File: config.mk
export PLATFORM = sky130hd
export DESIGN_NAME = uart_tx_ctrl
export DESIGN_NICKNAME = d
export VERILOG_FILES = /design/src/rtl/uart_tx_ctrl.sv
export SDC_FILE = /design/constraint.sdc
export NUM_CORES = 1
export LEC_CHECK = 0
export CAP_MARGIN = 40
export CORE_MARGIN = 8
export CORE_UTILIZATION = 30
export CTS_CLUSTER_DIAMETER = 150
export CTS_CLUSTER_SIZE = 40
export DETAILED_ROUTE_END_ITERATION = 8
export GPL_ROUTABILITY_DRIVEN = 0
export PLACE_DENSITY_LB_ADDON = 0.08
export SKIP_LAST_GASP = 1
export SLEW_MARGIN = 20
export SYNTH_ARGS = -nofsm -noshare
export SYNTH_HDL_FRONTEND = slang
export SYNTH_SLANG_ARGS = --single-unit
File: constraint.sdc
create_clock -name CLK -period 1.75 [get_ports CLK]
set_clock_uncertainty 0.2 [all_clocks]
set_input_delay 0.35 -clock CLK [delete_from_list [all_inputs] [get_ports CLK]]
set_output_delay 0.35 -clock CLK [all_outputs]
set_load 0.01 [all_outputs]
File: src/rtl/uart_tx_ctrl.sv
// UART transmit control: frame FSM, LSB-first serializer and parity for the TX output mux.
// Define UART_TX_TWO_STOP_EN to send two stop bits per frame (default: one stop bit).
module uart_tx_ctrl #(
    parameter int DATA_WIDTH = 8
) (
    input  logic                  CLK,
    input  logic                  RST,
    input  logic [DATA_WIDTH-1:0] P_DATA,
    input  logic                  Data_Valid,
    input  logic                  PAR_EN,
    input  logic                  PAR_TYP,
    output logic [2:0]            mux_sel,
    output logic                  ser_data,
    output logic                  par_bit,
    output logic                  busy
);

    // The state encoding doubles as the mux select code.
    typedef enum logic [2:0] {
        IDLE   = 3'b000,
        START  = 3'b001,
        SER    = 3'b010,
        PARITY = 3'b011,
        STOP   = 3'b100
    } state_t;

    localparam int CNT_W = (DATA_WIDTH > 1) ? $clog2(DATA_WIDTH) : 1;

    state_t                  state;
    state_t                  next_state;
    logic [CNT_W-1:0]        bit_cnt;
    logic [DATA_WIDTH-1:0]   shift_reg;
    logic                    par_en_q;
    logic                    stop_last;
    logic                    ser_last;
    logic                    accept;

`ifdef UART_TX_TWO_STOP_EN
    // Distinguishes the first from the second stop cycle.
    logic stop_cnt;

    always_ff @(posedge CLK or posedge RST) begin
        if (RST) begin
            stop_cnt <= 1'b0;
        end else if (state == STOP) begin
            stop_cnt <= ~stop_cnt;
        end else begin
            stop_cnt <= 1'b0;
        end
    end

    assign stop_last = (state == STOP) && stop_cnt;
`else
    assign stop_last = (state == STOP);
`endif

    assign ser_last = (state == SER) && (bit_cnt == CNT_W'(DATA_WIDTH - 1));
    assign mux_sel  = state;
    assign ser_data = shift_reg[0];

    always_comb begin
        next_state = state;
        accept     = 1'b0;
        case (state)
            IDLE: begin
                if (Data_Valid) begin
                    accept     = 1'b1;
                    next_state = START;
                end
            end
            START: next_state = SER;
            SER: begin
                if (ser_last) begin
                    next_state = par_en_q ? PARITY : STOP;
                end
            end
            PARITY: next_state = STOP;
            STOP: begin
                if (stop_last) begin
                    if (Data_Valid) begin
                        accept     = 1'b1;
                        next_state = START;
                    end else begin
                        next_state = IDLE;
                    end
                end
            end
            default: next_state = IDLE;
        endcase
    end

    always_ff @(posedge CLK or posedge RST) begin
        if (RST) begin
            state <= IDLE;
            busy  <= 1'b0;
        end else begin
            state <= next_state;
            busy  <= (next_state != IDLE);
        end
    end

    always_ff @(posedge CLK or posedge RST) begin
        if (RST) begin
            bit_cnt <= '0;
        end else if (state == SER) begin
            bit_cnt <= ser_last ? '0 : bit_cnt + 1'b1;
        end else begin
            bit_cnt <= '0;
        end
    end

    // Word and frame settings are captured only at acceptance and held for the frame.
    always_ff @(posedge CLK or posedge RST) begin
        if (RST) begin
            shift_reg <= '0;
            par_bit   <= 1'b0;
            par_en_q  <= 1'b0;
        end else if (accept) begin
            shift_reg <= P_DATA;
            par_bit   <= (^P_DATA) ^ PAR_TYP;
            par_en_q  <= PAR_EN;
        end else if (state == SER) begin
            shift_reg <= shift_reg >> 1;
        end
    end

endmodule

### After elaboration in Yosys (flattened, before gate mapping)

Index checks and enable logic that the tools add are counted.

* $lt $le $gt $ge: 0
* equal/unequal tests: 5
* reductions and logical operators: 6
* shift-type cells: 0
* divide/modulo/power cells: 0
* add/sub/neg operators: 1
* multiply operators: 0
* multiplexer cells: 11
* bitwise operators: 1

Operators by type and width (count)
* 8-bit 2-to-1 mux: 2
* 3-bit 2-to-1 mux: 5
* 3-bit one-hot mux with 5 select lines: 1
* 8-bit parity: 1
* 3-bit by 2-bit equality test with 1-bit output (second input constant): 2
* 3-bit equality test (second input constant): 2
* 3-bit by 1-bit adder with 3-bit output (second input constant): 1
* 3-bit by 1-bit equality test with 1-bit output (second input constant): 1
* 3-bit zero test: 1
* 1-bit 2-to-1 mux: 3
* 3-bit nonzero test: 1
* 2-bit nonzero test: 1
* 2-bit OR reduction: 1
* 1-bit logical AND: 1
* 1-bit bitwise XOR: 1

* bits in latches: 0
* register bits after elaboration: 17
* bits in read-only memories: 0
* input bits: 13
* memories: 0
* bits in writable memories: 0
* logic and storage cells: 30

### Logic depth before layout (Yosys ltp)

Gate-level depths: netlist of run 1.

* word-level depth: 5
* depth in mapped cells: 6
* depth with buffers taken out: 6

### Least setup slack after synthesis of run 1

No wires, ideal clock.

* path kind: register to register
* start point: reg bit_cnt[0]
* end point: reg state[1] (netlist: mux_sel[1])
* clock period less this slack: 1.479 ns
* cell stages (with the launch flop): 7
* library setup time: 0.072 ns
* setup slack: 0.271 ns
* buffers on the path: 0
* arrival time: 1.207 ns
* path through: dfrtp_1 ha_1 ha_1 inv_1 o21ai_0 mux2_2 nor2_1

* longest elaborated chain between the ends: 4

Ends and longest elaborated chain
* start: declaration: RTL line 31 `logic [CNT_W-1:0] bit_cnt;`
* start signal: assignment: RTL line 106 `bit_cnt <= ser_last ? '0 : bit_cnt + 1'b1;`
* 3-bit equality test: RTL line 57 `assign ser_last = (state == SER) && (bit_cnt == CNT_W'(DATA_WIDTH - 1));`
* 1-bit logical AND: RTL line 57
* 3-bit 2-to-1 mux: RTL line 73 `if (ser_last) begin`
* 3-bit one-hot mux with 5 select lines: RTL line 64 `case (state)`
* net next_state[1]: RTL line 30 `state_t next_state;`
* end signal: assignment: RTL line 97 `state <= next_state;`
* end: declaration: RTL line 29 `state_t state;`

The timed path passes the listed nets, and every way through them passes these cells.
A chain may end at the register's enable or synchronous reset.

### Worst setup path in the final report of run 1

* start point: in P_DATA[2]
* end point: reg par_bit

* longest elaborated chain between the ends: 2

Ends and longest elaborated chain
* start: declaration: RTL line 8 `input logic [DATA_WIDTH-1:0] P_DATA,`
* 8-bit parity: RTL line 120 `par_bit <= (^P_DATA) ^ PAR_TYP;`
* 1-bit bitwise XOR: RTL line 120
* end signal: assignment: RTL line 120
* end: declaration: RTL line 14 `output logic par_bit,`

No other way between the ends.

==> out/metrics.csv, run 1 <==
metric,value,unit
status,"complete, no violations",
cts_buffers,3,
cpMaxStageDelayCell,clkdlybuf4s50_1,
path_buf_inv,1,
synth_ff_type,dfrtp_1,
hold_viol,0,
syn-num-nets,100,
antenna_found_initial,0,
synth.top_cell.area_share,51.5,%
drc,0,
wire_per_inst,12.3,um
insertion_delay,300,ps
path_class,primary input to flip-flop,
synth_edf_count,0,
post-dp-hpwl,1.32,mm
initial_core_util,30.7,%
clkTransAtPathRegs,110,ps
syn_area,826,um^2
ant_nets,0,
overflow,0,
root_buffer,clkbuf_4,
die_x,68.5,um
multi_input_area,360,um^2
setup_tns,0,ps
core-area,2690,um^2
grt_max_degree,18,
rows,19,
switching_share,36.6,%
internal_power,0.00110,W
pwr-share-seq,37.3,%
powerDensity,1510,nW/um^2
end_kind,flip-flop,
nNetsFinal,129,
fill_cells,288,
synth_area_leaders,"dfrtp_1 52%, nand2_1 8.2%, a31oi_1 5.3%",
fp.dieH,68.5,um
cpPeakStageDelay,500,ps
cp_max_fo,2,
cp.arrival,1660,ps
p_leak,0.561,nW
drt-initial-drc-count,20,
worst_pin_slew,360,ps
fin_crit_sh,96.5,%
drt-total-wl,1.77,mm
slew_headroom,75.9,%
synth-async-reset-ratio,100,%
cts_tree,yes,
largest_register_ffs,8,
yosys_register_bits,17,
htreeDepth,1,
synth_seq_area_share,51.5,%
via_per_inst,4.57,
num_antenna_cells,0,
syn_area_per_cell,9.72,um^2
critPathRequiredTime,1720,ps
yosysWarnings,0,
final_layout_size_suffix_gt1_share,14.2,%
clockBufferDepth,2,
worst_hold_slack,146,ps
post-synth-top-count-cell,nand2_1,
gr-usage-all-layers,8.88,%
num_vias,658,
io_buffer_count,18,
netlist_instances,85,
ios,19,
crit_family,XOR/XNOR gates,
fin_cells,144,
netlist_top_cells_count,"18 x nand2_1, 17 x dfrtp_1, 10 x nor2_1",
start_kind,primary input,
grt_first_pass_wirelength,3.08,mm
grt_pass1_vias,672,
synth_top_area_cell,dfrtp_1,
dp_cells,137,
drv_cap,0,
clock.fmax,592,MHz
regArea,425,um^2
switchingPower,0.000635,W
post-route-min-period,1690,ps
cp_cell_sequence,clkdlybuf4s50_1 > xor2_1 > xnor3_1 > xnor2_1 > o21ai_1,
areaGrowthSynthToFinish,38.9,%
drv_slew,0,
die_area,4690,um^2
p_comb_share,50.2,%
ir_worst_vdd,0.000800,V
post-route-util,42.7,%
clkPwrFrac,12.5,%
drt-pass1-iter-count,4,
rsz0062_at_grt,no,
finalSetupViolations,0,
min_path_type,primary input to asynchronous set/reset pin,
cts.sinks,17,
synth_cell_types,23,
==> cell type report <==
cell class / instances / share of cell area, %
timing repair buffer: 27 / 24.1
clock buffer: 3 / 1.96
sequential: 17 / 37.1
multi-input combinational: 60 / 31.4
clock inverter: 1 / 0.436
tap: 31 / 3.38
inverter: 5 / 1.64
==> metrics by stage <==
stage / instance area, um^2 / total power, W / setup slack [ps]
floorplan: 826 / 0.00118 / 271
global placement: 1090 / 0.00153 / -231
detailed placement: 1090 / 0.00154 / -263
CTS: 1140 / 0.00178 / -39.6
global route: 1150 / 0.00191 / 6.25
finish: 1150 / 0.00174 / 60.9
==> routing by layer <==
metal	global-route usage, %	wire length [um]	vias to the layer above
met5	0	0	-
met4	2.30	16	0
met3	4.42	128	2
met2	12.8	756	12
met1	11.5	870	308
li1	-	-	336
==> power groups by stage <==
stage               Combinational (W)  Sequential, W  Clock, W
global placement             0.000850       0.000677         0
detailed placement           0.000863       0.000678         0
floorplan                    0.000503       0.000682         0
global route                 0.000987       0.000675  0.000245
CTS                          0.000897       0.000651  0.000228
finish                       0.000871       0.000648  0.000217
==> path summary, 6_finish.rpt <==
kind	from	end	slack [ps]	cells after the start
worst min-delay path	RST	par_en_q$_DFFE_PP0P_	150	3
worst max register to register	bit_cnt[0]$_DFF_PP0_	mux_sel[1]$_DFF_PP0_	170	6
worst min register to register	bit_cnt[0]$_DFF_PP0_	bit_cnt[0]$_DFF_PP0_	270	1
worst max-delay path	P_DATA[2]	par_bit$_DFFE_PP0P_	60	5
min in group CLK	bit_cnt[0]$_DFF_PP0_	bit_cnt[0]$_DFF_PP0_	270	1
max in group asynchronous	RST	par_bit$_DFFE_PP0P_	1000	3
==> worst register-to-register path: cells and delay by family (launching register included) <==
family          cells  cell delay (ps)
fa+ha+maj           2              440
flops               1              410
mux                 1              260
simple gates        1               80
compound gates      1               70
buf+inv             1               60
==> logic make-up (layout without fill, tap and decap cells) <==
family | count (synthesis) | count (layout) | share of synthesized area (%)
and+or+nand+nor | 35 | 35 | 17.9
DFF | 17 | 17 | 51.5
AOI/OAI and AO/OA | 15 | 15 | 12.3
xor gates and xnor gates | 7 | 7 | 9.09
muxes | 1 | 1 | 1.36
adders and majority gates | 2 | 2 | 3.03
buffers and inverters | 8 | 36 | 4.85
==> cells in the final DEF, fill, tap and decap left out, drive strengths merged <==
cell and n:
a21boi 1, a21oi 2, a31oi 7, and2 2
buf 9, clkbuf 3, clkdlybuf4s50 12, clkinv 1
dfrtp 17, dlygate4sd2 3, dlymetal6s2s 3, ha 2
inv 5, mux2 1, nand2 18, nand2b 2
nor2 11, nor3 1, nor4 1, o21ai 4
o32ai 1, xnor2 4, xnor3 1, xor2 2
==> timing repair <==
item | 4_1_cts | 5_1_grt
gates resized for setup | 3 | 3
setup endpoints to repair | 5 | 3
hold buffers | 0 | 0
setup buffers | 3 | 0
(Power assumes the default switching activity.)
==> run 2, diff against run 1 <==
--- a/config.mk
+++ b/config.mk
@@ -5,9 +5,9 @@
 export SDC_FILE = /design/constraint.sdc
 export NUM_CORES = 1
 export LEC_CHECK = 0
-export CAP_MARGIN = 40
 export CORE_MARGIN = 8
 export CORE_UTILIZATION = 30
+export CTS_BUF_LIST = sky130_fd_sc_hd__clkbuf_16
 export CTS_CLUSTER_DIAMETER = 150
 export CTS_CLUSTER_SIZE = 40
 export DETAILED_ROUTE_END_ITERATION = 8
==> run 2 against run 1 <==
Compared with the run above: worst setup slack improved by 11 ps; count of clock-buffer cells in the layout did not move; utilization rose by 1.3 points; non-clock buffer count fell by 3; sequential share of layout area fell by 1.1 points; wire length fell by 1.1%; clock power rose by 110%; sequential cell count did not move; register-to-register slack barely moved; via count fell by 1.8%.
==> out/metrics.csv, run 2 (synthesis gave the netlist of run 1 again) <==
metric,value,unit,change
post-route-min-period,1680,ps,-11.1 ps
powerDensity,1660,nW/um^2,+9.8%
cts_setup_buffers,0,,-3
drt-total-wl,1.75,mm,-1.1%
die_x,68.5,um,unchanged
dp_worst_setup_slack,-263,ps,unchanged
min_path_type,primary input to asynchronous set/reset pin,,
root_buffer,clkbuf_16,,
final_area,1180,um^2,+3.1%
clockBufferDepth,2,,unchanged
gr-usage-all-layers,8.78,%,-0.10 points
cp.arrival,1130,ps,-530 ps
rows,19,,unchanged
ios,19,,unchanged
layout_setup_ws,72.0,ps,+11.1 ps
drv_slew,0,,unchanged
die_area,4690,um^2,unchanged
slew_headroom,75.0,%,-0.94 points
drt-pass1-iter-count,2,,-2
insertion_delay,250,ps,-50 ps
cts_buffers,3,,unchanged
grt_max_degree,18,,unchanged
cpPeakStageDelay,540,ps,+40 ps
postCtsHoldBufs,0,,unchanged
crit_family,buffers and inverters,,
core-area,2690,um^2,unchanged
drc,0,,unchanged
ir_worst_vdd,0.000767,V,-4.1%
finalSetupViolations,0,,unchanged
cp_cell_sequence,clkdlybuf4s50_1,,
ant_nets,0,,unchanged
worst_pin_slew,374,ps,+14.0 ps
critPathRequiredTime,1200,ps,-520 ps
fin_crit_sh,95.9,%,-0.63 points
drv_cap,0,,unchanged
via_per_inst,4.58,,+0.27%
antenna_found_initial,0,,unchanged
end_kind,output pin,,
overflow,0,,unchanged
path_class,flip-flop to output pin,,
areaGrowthSynthToFinish,43.2,%,
hold_viol,0,,unchanged
placed_area,1090,um^2,unchanged
path_buf_inv,1,,unchanged
mostFrequentLayoutCells,"18 x nand2_1, 17 x dfrtp_1, 13 x clkdlybuf4s50_1, 10 x nor2_1, 7 x a31oi_1",,
status,"complete, no violations",,
cts_tree,yes,,
clkTransAtPathRegs,60,ps,-50 ps
cp_max_fo,2,,unchanged
num_vias,646,,-1.8%
grt_pass1_vias,666,,-0.89%
io_buffer_count,18,,unchanged
grt_first_pass_wirelength,3.07,mm,-0.45%
final_common_cell,nand2_1,,
cts.sinks,17,,unchanged
initial_core_util,30.7,%,unchanged
fin_cells,141,,-2.1%
post-route-util,44.0,%,+1.3 points
rsz0062_at_grt,no,,
start_kind,flip-flop,,
cpMaxStageDelayCell,clkdlybuf4s50_1,,
largest_register_ffs,8,,unchanged
worst_hold_slack,208,ps,+62.5 ps
post-dp-hpwl,1.32,mm,unchanged
p_leak,0.560,nW,-0.18%
fp.dieH,68.5,um,unchanged
num_antenna_cells,0,,unchanged
clock.fmax,596,MHz,+0.66%
drt-initial-drc-count,25,,+25%
nNetsFinal,126,,-2.3%
reg2reg_depth,6,,unchanged
dp_cells,137,,unchanged
wire_per_inst,12.4,um,+1.0%
htreeDepth,1,,unchanged
final_layout_size_suffix_gt1_share,12.7,%,-1.4 points
cp.depth,1,,-4
[run 2: cell count changes in the layout (fill, tap and decap cells not counted), sizes merged]
| cell | previous run | this run |
|---|---|---|
| buf | 9 | 6 |
| clkdlybuf4s50 | 12 | 13 |
| dlymetal6s2s | 3 | 2 |
[run 2: worst paths after layout]
kind | end | startpoint | slack (ps)
worst max-delay path | par_bit | par_bit$_DFFE_PP0P_ | 70
worst min register to register | bit_cnt[0]$_DFF_PP0_ | bit_cnt[0]$_DFF_PP0_ | 260
worst max register to register | mux_sel[1]$_DFF_PP0_ | bit_cnt[0]$_DFF_PP0_ | 180
max in group asynchronous | shift_reg[4]$_DFFE_PP0P_ | RST | 940
worst min-delay path | mux_sel[1]$_DFF_PP0_ | RST | 210
min in group CLK | shift_reg[2]$_DFFE_PP0P_ | P_DATA[2] | 210
[run 2: per-stage QoR]
stage	power (W)	setup TNS [ps]
finish	0.00196	0
floorplan	0.00118	0
global placement	0.00153	-362
CTS	0.00200	0
detailed placement	0.00154	-349
global route	0.00213	0
[run 2: worst register-to-register path, delay by kind of cell (launching register included)]
kind | cells | cell delay (ps)
fa+ha+maj | 2 | 440
flops | 1 | 390
mux | 1 | 260
simple gates | 1 | 80
compound gates | 1 | 70
buf+inv | 1 | 60
[run 2: what timing repair did]
| action | 4_1_cts | 5_1_grt |
|---|---|---|
| setup endpoints to repair | 4 | 1 |
| pin swaps | 1 | 3 |
| endpoints found under the hold margin | 0 | 0 |
| gates resized for setup | 3 | 3 |
[run 2: layer usage]
layer  GRT usage (%)  wire length, um  part of all wire, %
met2            12.8              764                   44
met4            3.07               15                 0.86
met3            3.93              123                  7.0
met1            11.2              850                   48
met5               0                0                    0
[run 2: final cells by class]
| cell class | instances | area (um^2) |
|---|---|---|
| Sequential cell | 17 | 425 |
| Multi-Input combinational cell | 60 | 368 |
| Inverter | 5 | 18.8 |
| Tap cell | 31 | 38.8 |
| Clock inverter | 1 | 5.00 |
| Timing Repair Buffer | 24 | 251 |
| Fill cell | 275 | 1500 |
| Clock buffer | 3 | 75.1 |
[run 2: power breakdown]
group,total [W],switching [W],internal [W]
sequential,0.000669,0.0000973,0.000572
combinational,0.000834,0.000404,0.000430
clock,0.000462,0.000156,0.000306
